==> config.mk <==
export PLATFORM = sky130hd
export DESIGN_NAME = controlador_sequenciador
export DESIGN_NICKNAME = d
export VERILOG_FILES = /design/src/rtl/sap1_pkg.sv /design/src/rtl/contador_anel_6.sv /design/src/rtl/controlador_sequenciador.sv
export SDC_FILE = /design/constraint.sdc
export NUM_CORES = 1
export LEC_CHECK = 0
export CORE_MARGIN = 2
export CORE_UTILIZATION = 40
export DETAILED_ROUTE_END_ITERATION = 10
export PLACE_DENSITY = 0.78
export SETUP_SLACK_MARGIN = 0.02
export SLEW_MARGIN = 15
export SYNTH_ARGS = -nofsm -noshare
export SYNTH_HDL_FRONTEND = slang
export SYNTH_HIERARCHICAL = 1
export SYNTH_SLANG_ARGS = --single-unit
==> constraint.sdc <==
create_clock -name clock -period 3 [get_ports clock]
set_input_delay 0.3 -clock clock [delete_from_list [all_inputs] [get_ports clock]]
set_output_delay 0.3 -clock clock [all_outputs]
set_load 0.02 [all_outputs]
==> src/rtl/sap1_pkg.sv <==
// Shared SAP-1 definitions: opcodes, one-hot sequencer states and control-word layout.
package sap1_pkg;

  localparam logic [3:0] OpLda = 4'b0000;
  localparam logic [3:0] OpAdd = 4'b0001;
  localparam logic [3:0] OpSub = 4'b0010;
  localparam logic [3:0] OpOut = 4'b1110;
  localparam logic [3:0] OpHlt = 4'b1111;

  // Bits 5:0 are the T1..T6 ring; bit 6 marks HALT so t_state reads zero there.
  typedef enum logic [6:0] {
    StT1   = 7'b0000001,
    StT2   = 7'b0000010,
    StT3   = 7'b0000100,
    StT4   = 7'b0001000,
    StT5   = 7'b0010000,
    StT6   = 7'b0100000,
    StHalt = 7'b1000000
  } state_e;

  localparam int unsigned CwWidth = 12;
  localparam int unsigned CwCp    = 0;
  localparam int unsigned CwEp    = 1;
  localparam int unsigned CwLm    = 2;
  localparam int unsigned CwCe    = 3;
  localparam int unsigned CwLi    = 4;
  localparam int unsigned CwEi    = 5;
  localparam int unsigned CwLa    = 6;
  localparam int unsigned CwEa    = 7;
  localparam int unsigned CwSu    = 8;
  localparam int unsigned CwEu    = 9;
  localparam int unsigned CwLb    = 10;
  localparam int unsigned CwLo    = 11;

  typedef logic [CwWidth-1:0] ctrl_word_t;

endpackage

==> src/rtl/contador_anel_6.sv <==
// Six-state one-hot ring counter with hold (run), HALT entry (stop) and synchronous clear.
module contador_anel_6
  import sap1_pkg::*;
(
  input  logic   clock,
  input  logic   clear,
  input  logic   run,
  input  logic   stop,
  output state_e state
);

  state_e state_q, state_d;

  always_comb begin
    state_d = state_q;
    if (run && (state_q != StHalt)) begin
      if (stop) begin
        state_d = StHalt;
      end else begin
        unique case (state_q)
          StT1:    state_d = StT2;
          StT2:    state_d = StT3;
          StT3:    state_d = StT4;
          StT4:    state_d = StT5;
          StT5:    state_d = StT6;
          StT6:    state_d = StT1;
          default: state_d = StT1;
        endcase
      end
    end
  end

  always_ff @(posedge clock) begin
    if (clear) begin
      state_q <= StT1;
    end else begin
      state_q <= state_d;
    end
  end

  assign state = state_q;

endmodule

==> src/rtl/controlador_sequenciador.sv <==
// SAP-1 controller/sequencer: ring counter plus combinational decode of state and opcode.
module controlador_sequenciador
  import sap1_pkg::*;
(
  input  logic       clock,
  input  logic       clear,
  input  logic       run,
  input  logic [3:0] opcode,
  output logic [5:0] t_state,
  output logic       halt,
  output logic       cp,
  output logic       ep,
  output logic       lm,
  output logic       ce,
  output logic       li,
  output logic       ei,
  output logic       la,
  output logic       ea,
  output logic       su,
  output logic       eu,
  output logic       lb,
  output logic       lo
);

  state_e     state;
  logic       stop;
  ctrl_word_t cw;

  assign stop = (state == StT4) && (opcode == OpHlt);

  contador_anel_6 u_ring (
    .clock (clock),
    .clear (clear),
    .run   (run),
    .stop  (stop),
    .state (state)
  );

  always_comb begin
    cw = '0;
    unique case (state)
      StT1: begin
        cw[CwEp] = 1'b1;
        cw[CwLm] = 1'b1;
      end
      StT2: cw[CwCp] = 1'b1;
      StT3: begin
        cw[CwCe] = 1'b1;
        cw[CwLi] = 1'b1;
      end
      StT4: begin
        if (opcode == OpLda || opcode == OpAdd || opcode == OpSub) begin
          cw[CwEi] = 1'b1;
          cw[CwLm] = 1'b1;
        end else if (opcode == OpOut) begin
          cw[CwEa] = 1'b1;
          cw[CwLo] = 1'b1;
        end
      end
      StT5: begin
        if (opcode == OpLda) begin
          cw[CwCe] = 1'b1;
          cw[CwLa] = 1'b1;
        end else if (opcode == OpAdd || opcode == OpSub) begin
          cw[CwCe] = 1'b1;
          cw[CwLb] = 1'b1;
        end
      end
      StT6: begin
        if (opcode == OpAdd || opcode == OpSub) begin
          cw[CwEu] = 1'b1;
          cw[CwLa] = 1'b1;
          cw[CwSu] = (opcode == OpSub);
        end
      end
      StHalt:  cw = '0;
      default: cw = '0;
    endcase
    // Paused sequencer must not repeat strobes while the state is held.
    if (!run) begin
      cw = '0;
    end
  end

  assign t_state = state[5:0];
  assign halt    = (state == StHalt);

  assign cp = cw[CwCp];
  assign ep = cw[CwEp];
  assign lm = cw[CwLm];
  assign ce = cw[CwCe];
  assign li = cw[CwLi];
  assign ei = cw[CwEi];
  assign la = cw[CwLa];
  assign ea = cw[CwEa];
  assign su = cw[CwSu];
  assign eu = cw[CwEu];
  assign lb = cw[CwLb];
  assign lo = cw[CwLo];

endmodule

==> results by group <==
Outcome
  – Status: finished, final reports clean

Die
  – Die Ht: roughly 44 um
  – Cell Rows: 14
  – Die width: between 40 and 50 um
  – IO Pins: 26
  – Placeable Area: between 1500 and 2000 um^2
  – Full die area: 1950 um^2
  – Initial Utilization: between 40 and 50%

Finish
  – Fin util: 62.2%
  – Most frequent cells in the layout: clkdlybuf4s50_1 (25), nor2_1 (8), nand2b_1 (8)
  – Area growth syn-to-layout: 45.4%
  – Fraction of layout cells with a size suffix above 1: between 10% and 20%
  – Number of fill cells: ~140
  – # nets final: about 120
  – Commonest non-fill, non-tap cell in the layout: clkdlybuf4s50_1
  – Post-route cell area: 937 um^2
  – Ant diodes: 0
  – Max FFs per register: 7

Synthesis
  – EDFF count, synth: 0
  – Synth Flop Type: dfxtp_1
  – Top cell type's share of synthesized area: a little over a fifth
  – Synth top area cells: dfxtp_1 (22%), nand2b_1 (7.8%), a21oi_1 (5.4%)
  – Syn_nets: 92
  – Yosys warns: 6
  – Yosys top cell by area: dfxtp_1
  – Syn_area_per_cell: 7.58 um^2
  – Post-Synthesis Cells: 85
  – Synth Cell Area: 644 um^2
  – Cell variety after synth: 33
  – FFs w/ async S/R, synth: 0%
  – #FFs+latches synth: 7
  – Sequential element share of the synthesized area: between 20% and 30%

Clocking
  – Sink Count: 7
  – Postcts setup bufs: 0
  – Clock Latency Late Sink: 0.25 ns
  – Post-CTS sizing: 0
  – CTS Buf Count: 3
  – Clk slew on worst S/H paths: around 0.050 ns
  – Hold_buf cts: 0
  – CTS tree: yes
  – H-tree Lvls: 1
  – CTS max path bufs: 2
  – Clock Tree Root: clkbuf_4

GRT
  – Number of global-route vias before repair: a little over 600
  – First-pass GRT wire length: 2.80 mm
  – Total gr overflow: 0
  – Largest net degree at the start of global routing: 16
  – Initial antenna violation count: 0
  – GRT Util Overall: a little under a fifth

Detailed routing
  – Number of vias per cell: around 5.6
  – DRC viols: 0
  – Detail Route Antenna Nets: 0
  – Detailed Route WL: ~1.7 mm
  – DR vias: a little over 700
  – Wirelength per Cell: 12.8 um
  – 1st-pass router iterations: 4
  – Drt first-iter violations: 16

Placement
  – Setup WS pre-CTS: slightly below 0.7 ns
  – DP Area: between 900 and 1000 um^2
  – DP Wirelength: ~1.3 mm
  – # port buffers: 25
  – Placer Congestion: slightly above 0.8

Power
  – Leakage: 0.300 nW
  – Pwr dens: approximately 270 nW/um^2
  – Total power: 0.000257 W
  – Max IR drop VDD: about 0.29 mV

Worst setup path
  – Worst setup EP type: output pin
  – Setup CP Type: flip-flop to output pin
  – Critical Path RT: 2.70 ns
  – Critical path arrival: roughly 2.1 ns
  – Worst Path Max Fanout: 13
  – CP Launch Type: flip-flop

STA
  – Final Critical Period: 2.44 ns
  – Setup slack after layout: 0.563 ns
  – Setup TNS: 0 ns
  – Max Slew Vio Count: 0
  – Fin. Hold Viols: 0
  – Max Freq: approximately 0.41 GHz
  – Unrepaired setup endpoints after global routing: no
  – Setup violators final: 0
  – Final Cycle Share: 81.2%
  – Slew HR: between 40 and 50%
  – Max Clock Skew: between 0.001 and 0.0015 ns
  – Worst-Margin Slew: about 0.86 ns

Hold path
  – Worst hold-check path type: flip-flop to flip-flop

Run
  – Max Cap Viol: 0
stage by stage:
| step | cells | hold slack, ns |
|---|---|---|
| 3_3_place_gp | 125 | 0.604 |
| 5_1_grt | 129 | 0.658 |
| 6_report | 129 | 0.613 |
| 3_5_place_dp | 125 | 0.610 |
| 4_1_cts | 129 | 0.621 |
| 2_1_floorplan | 85 | 0.369 |
cells in the mapped netlist, types with 2 or more instances:
cell type and number:
nor4_1 3, nand3_1 3, nand2b_1 8, dfxtp_1 7
nand3b_1 2, o21ai_0 3, nand4_1 2, nand2_1 7
nor3b_1 2, nor2b_1 4, or4b_1 3, nor3_1 3
nor3_2 2, xor2_1 3, a21oi_1 7, a21o_1 2
nor2_1 8
worst max-delay path, stage by stage, from the launching register on:
cell             delay [ns]
dfxtp_1                0.60
nand2b_1               0.16
or3_1                  0.34
a31oi_1                0.17
clkdlybuf4s50_1        0.62
cell families (layout without fill, tap and decap cells):
| logic type | count (synthesis) | in the layout | share of synthesized area, % |
|---|---|---|---|
| buf+inv | 3 | 31 | 2.33 |
| compound gates | 17 | 17 | 16.7 |
| flops | 7 | 7 | 21.7 |
| xor+xnor | 3 | 3 | 4.08 |
| simple gates | 55 | 55 | 55.1 |
final cells by class:
class	count	area [um^2]	area share [%]
Multi-Input combinational cell	75	489	52.2
Timing Repair Buffer	26	258	27.5
Sequential cell	7	140	15.0
Clock buffer	4	26.3	2.80
Tap cell	16	20.0	2.14
Inverter	1	3.75	0.401
final timing paths:
| check | end | cells after the start | slack [ns] | startpoint |
|---|---|---|---|---|
| max reg2reg | u_ring/state[3] | 7 | 0.82 | u_ring/state[4] |
| min | u_ring/state[5] | 2 | 0.61 | u_ring/state[5] |
| max | la | 4 | 0.56 | u_ring/state[4] |
| min reg2reg | u_ring/state[5] | 2 | 0.61 | u_ring/state[5] |
metal layers:
| metal | GRT usage, % | routed length [um] |
|---|---|---|
| met5 | 0 | 0 |
| met4 | 3.64 | 0 |
| met3 | 6.12 | 83 |
| met2 | 30.0 | 815 |
| met1 | 25.2 | 756 |
report_power, final:
group	switching, W	internal [W]
Combinational	0.0000319	0.0000340
Clock	0.0000346	0.0000507
Sequential	0.0000101	0.0000959
Power figures use the tool's default switching activity.
